===== config.mk =====
export PLATFORM = sky130hd
export DESIGN_NAME = alu_cmd_sender
export DESIGN_NICKNAME = d
export VERILOG_FILES = /design/src/rtl/alu_link_pkg.sv /design/src/rtl/alu_cmd_sender.sv
export SDC_FILE = /design/constraint.sdc
export NUM_CORES = 1
export LEC_CHECK = 0
export CORE_AREA = 4 4 94 96
export CTS_CLUSTER_DIAMETER = 50
export CTS_CLUSTER_SIZE = 20
export DETAILED_ROUTE_END_ITERATION = 12
export DIE_AREA = 0 0 98 100
export RECOVER_POWER = 25
export SLEW_MARGIN = 0
export SYNTH_ARGS = -nofsm -noshare
export SYNTH_HDL_FRONTEND = slang
export SYNTH_SLANG_ARGS = --single-unit

===== constraint.sdc =====
create_clock -name i_clock -period 3.65 [get_ports i_clock]
set_clock_uncertainty 0.2 [all_clocks]
set_input_delay 1.095 -clock i_clock [delete_from_list [all_inputs] [get_ports i_clock]]
set_output_delay 1.095 -clock i_clock [all_outputs]
set_load 0.01 [all_outputs]

===== src/rtl/alu_link_pkg.sv =====
// Shared definitions for the UART ALU link.
// Byte order and state codes used by both link ends.
package alu_link_pkg;

  localparam int CMD_BYTES = 3;
  localparam int IDX_W     = 2;

  localparam logic [IDX_W-1:0] IDX_A  = 2'd0;
  localparam logic [IDX_W-1:0] IDX_B  = 2'd1;
  localparam logic [IDX_W-1:0] IDX_OP = 2'd2;

  localparam logic [1:0] S_IDLE    = 2'd0;
  localparam logic [1:0] S_SEND    = 2'd1;
  localparam logic [1:0] S_WAIT_TX = 2'd2;
  localparam logic [1:0] S_WAIT_RX = 2'd3;

  typedef enum logic [1:0] {
    IDLE    = S_IDLE,
    SEND    = S_SEND,
    WAIT_TX = S_WAIT_TX,
    WAIT_RX = S_WAIT_RX
  } state_t;

endpackage


===== src/rtl/alu_cmd_sender.sv =====
// Serializes one ALU command as A, B, opcode bytes
// and collects the single result byte.
module alu_cmd_sender
  import alu_link_pkg::*;
#(
  parameter int NB_DATA        = 8,
  parameter int NB_OP          = 6,
  parameter int NB_TIMEOUT     = 20,
  parameter int TIMEOUT_CYCLES = 1000000
) (
  input  logic               i_clock,
  input  logic               i_reset,
  input  logic               i_cmd_valid,
  output logic               o_cmd_ready,
  input  logic [NB_DATA-1:0] i_data_a,
  input  logic [NB_DATA-1:0] i_data_b,
  input  logic [NB_OP-1:0]   i_operation,
  output logic               o_tx_start,
  output logic [NB_DATA-1:0] o_tx_data,
  input  logic               i_tx_done_tick,
  input  logic               i_rx_done_tick,
  input  logic [NB_DATA-1:0] i_rx_data,
  output logic [NB_DATA-1:0] o_result,
  output logic               o_result_valid,
  output logic               o_timeout,
  output logic               o_busy
);

  localparam logic [NB_TIMEOUT-1:0] LIMIT =
    NB_TIMEOUT'(TIMEOUT_CYCLES - 1);

  state_t                  state;
  logic [IDX_W-1:0]        idx;
  logic [IDX_W-1:0]        idx_nxt;
  logic [NB_DATA-1:0]      cmd [CMD_BYTES];
  logic [NB_TIMEOUT-1:0]   cnt;
  logic [NB_DATA-1:0]      op_ext;

  always_comb begin
    op_ext = '0;
    op_ext[NB_OP-1:0] = i_operation;
  end

  assign idx_nxt = idx + IDX_W'(1);

  always_ff @(posedge i_clock or posedge i_reset) begin
    if (i_reset) begin
      state          <= IDLE;
      idx            <= '0;
      cnt            <= '0;
      for (int i = 0; i < CMD_BYTES; i++)
        cmd[i] <= '0;
      o_cmd_ready    <= 1'b1;
      o_busy         <= 1'b0;
      o_tx_start     <= 1'b0;
      o_tx_data      <= '0;
      o_result       <= '0;
      o_result_valid <= 1'b0;
      o_timeout      <= 1'b0;
    end else begin
      o_tx_start     <= 1'b0;
      o_result_valid <= 1'b0;
      o_timeout      <= 1'b0;
      case (state)
        IDLE: begin
          // start pulse is loaded on entry so it is visible in SEND
          if (i_cmd_valid) begin
            cmd[IDX_A]  <= i_data_a;
            cmd[IDX_B]  <= i_data_b;
            cmd[IDX_OP] <= op_ext;
            idx         <= IDX_A;
            o_tx_data   <= i_data_a;
            o_tx_start  <= 1'b1;
            o_cmd_ready <= 1'b0;
            o_busy      <= 1'b1;
            state       <= SEND;
          end
        end
        SEND: state <= WAIT_TX;
        WAIT_TX: begin
          if (i_tx_done_tick) begin
            if (idx == IDX_OP) begin
              cnt   <= '0;
              state <= WAIT_RX;
            end else begin
              idx        <= idx_nxt;
              o_tx_data  <= cmd[idx_nxt];
              o_tx_start <= 1'b1;
              state      <= SEND;
            end
          end
        end
        WAIT_RX: begin
          cnt <= cnt + NB_TIMEOUT'(1);
          if (i_rx_done_tick) begin
            o_result       <= i_rx_data;
            o_result_valid <= 1'b1;
            o_cmd_ready    <= 1'b1;
            o_busy         <= 1'b0;
            state          <= IDLE;
          end else if (cnt == LIMIT) begin
            o_timeout   <= 1'b1;
            o_cmd_ready <= 1'b1;
            o_busy      <= 1'b0;
            state       <= IDLE;
          end
        end
        default: state <= IDLE;
      endcase
    end
  end

endmodule


==> results.md <==
- Status: finished, violations left
- Failing checks: max-capacitance violations, max-slew violations
- First-pass GRT wire length: 11.5 mm
- # IOs: 56
- Largest net degree at the start of global routing: 68
- Final core occ: 49.5%
- Gr ovfl total: 0
- Peak supply drop: ~0.34 mV
- Final setup fails: 0
- Die height: ~100 um
- GR Util All Layers: 14.7%
- Final hold vios: 0
- # hold bufs at CTS: 0
- Final ANT Viol Nets: 0
- N_diodes: 0
- Worst Hold Depth: 2
- Post-synthesis sequential area ratio: between 50 and 60%
- WL/cell: 15.2 um
- Synthesized area: 0.00312 mm^2
- Finished Cell Area: 0.00399 mm^2
- Flops & latches, synth: 67
- Starting Density: 38.8%
- Power per cell area: 737 mW/mm^2
- Fin. max-slew vios: 68
- H-Tree Depth: 3
- Fmax: 343 MHz
- CTS Root Cell: clkbuf_8
- R2R Path End: o_tx_data[5]$_DFFE_PP0P_
- Site Rows: 33
- Die W: around 98 um
- Synth top area cells: dfrtp_1, mux2_2, o21ai_0, nand2_1, a21oi_1
- Flop2flop setup slack: 1.11 ns
- Crit path DAT: 2.86 ns
- Slowest CP cell: clkbuf_2
- Setup TNS: 0 ns
- Tcrit/Tclk final: roughly 80%
- Power Total: 2.94 mW
- Nets: 375
- Layout cells sized above 1: 17.2%
- CTS Buf Count: 9
- Worst-path clk slew: 0.07 ns
- Synth Instances: 280
- Setup ws final: 0.735 ns
- Initial antenna violation count: 0
- Worst hold path startpoint: o_tx_data[1]$_DFFE_PP0P_
- Area growth syn-to-layout: 27.7%
- Clock sinks: 67
- Place WS: 0.411 ns
- Setup bufs post-CTS: 0
- DR vias: 2341
- Clock Path Buffers: 2
- CP Capture Type: asynchronous set/reset pin
- Post-synth top cells: dfrtp_1, mux2_2, nand2_1, o21ai_0, a21oi_1
- Synth unique cells: between 40 and 50
- Predominant post-synthesis flop cell: dfrtp_1
- DR pass1 iterations: 4
- Worst-margin pin slew: 1.63 ns
- Post-detailed-placement half-perimeter wirelength: 4.86 mm
- DP Area: 0.00380 mm^2
- IO buf count: between 50 and 60
- Leading area contributor after synthesis: dfrtp_1
- Mean post-synth cell area: 11.1 um^2
- Ys async rst share: 100%
- Initial DRC Count: 108
- Worst EP required: 3.60 ns
- Tmin final: 2.92 ns
- P_leak: 1.64 nW
- Synthesis Warnings: 0
- CP max stage delay: 1.17 ns
- Startpoint types: input port
- Slew HR: -8.43%
- Core Footprint: 0.00805 mm^2
- Routability Congestion: 0.879
- Die area: 0.00980 mm^2
- Hold endpoint: o_tx_data[1]$_DFFE_PP0P_
- FF-to-FF Start: idx[0]$_DFFE_PP0P_
- Synth top area share: 52.9%
- Clk_lat worst skew: about 0.34 ns
- Vias/cell: 5.23
- Vias in the first global route: 2306
- Final WL: 6.79 mm
- HP Class: flip-flop to flip-flop
- Most frequent cell after synthesis: dfrtp_1
- CTS tree: done
- Synthesized Nets: approximately 320
- # resized after CTS: 0
- Reg2Reg Depth: 6
- Number of flops mapped to enable cells by yosys: 0
- Critical-path maximum fanout: 67
- RSZ-0062 raised after global routing: no
- Drc violations: 0
- Crit-path cells: dlygate4sd3_1 > clkinv_1 > clkbuf_2
- WS Path Type: input port to asynchronous set/reset pin
- Max_cap viols: 1
## state kept, by name (all words and copies together) (netlist names)
signal          count
cmd                22
cnt                20
o_result            8
o_tx_data           8
idx                 2
state               2
o_busy              1
o_cmd_ready         1
o_result_valid      1
o_timeout           1
o_tx_start          1
## layout by cell type, fill, tap and decap left out, types with 6 or more instances in the layout
cell type	instances
nand2_1	23
a21oi_1	13
o21ai_0	23
inv_1	6
a221o_1	6
nand3_1	12
dfrtp_1	66
mux2_2	35
nor2_1	11
clkdlybuf4s50_1	54
clkbuf_8	11
## metrics by stage
stage                     cells  hold WS (ns)
final                       448         0.278
after detailed placement    432         0.275
after floorplan             280         0.252
after global placement      432         0.266
after global routing        448         0.298
after CTS                   448         0.290
## layout make-up
cell class | count | area [um^2]
Fill cell | 785 | 4070
Timing Repair Buffer | 60 | 586
Clock buffer | 14 | 163
Tap cell | 105 | 131
Sequential cell | 67 | 1680
Inverter | 7 | 26.3
Multi-Input combinational cell | 193 | 1370
Clock inverter | 2 | 35.0
## worst max-delay path: cells and delay by family
| family | cells | cell delay, ns |
|---|---|---|
| buffers and inverters | 3 | 1.74 |
## power by group
part           internal [mW]  switching [mW]  total (mW)
logic                  0.614           0.465        1.08
registers               1.02           0.216        1.24
clock network          0.353           0.266       0.619
## routing by layer
layer	vias up	global-route usage, %	wire length (um)
met5	-	0	0
met4	0	4.26	102
met3	9	4.73	429
met2	71	21.8	3100
met1	1119	20.6	3160
li1	1142	-	-
## worst max-delay path by stage
stage                         startpoint                        to  slack (ns)  cells past startpoint
after CTS                 i_tx_done_tick       cnt[14]$_DFFE_PP0P_        0.77                      5
after global routing             i_reset  o_tx_data[0]$_DFFE_PP0P_        0.34                      3
final                            i_reset        cmd[5]$_DFFE_PP0P_        0.73                      3
after detailed placement  i_tx_done_tick       cnt[12]$_DFFE_PP0P_        0.41                      5
after floorplan                  i_reset        cmd[0]$_DFFE_PP0P_        0.67                      1
after global placement    i_tx_done_tick       cnt[14]$_DFFE_PP0P_        0.48                      5
## logic make-up (layout without fill, tap and decap cells)
| logic type | after synthesis | count (layout) | synth area share [%] |
|---|---|---|---|
| adders and majority gates | 2 | 2 | 0.802 |
| buffers and inverters | 20 | 83 | 2.53 |
| muxes | 39 | 39 | 14.0 |
| xor gates and xnor gates | 7 | 7 | 1.96 |
| DFF | 67 | 67 | 53.8 |
| and+or+nand+nor | 87 | 87 | 15.0 |
| AOI/OAI and AO/OA | 58 | 58 | 11.9 |
No activity file was read; power rests on OpenSTA's default activity.
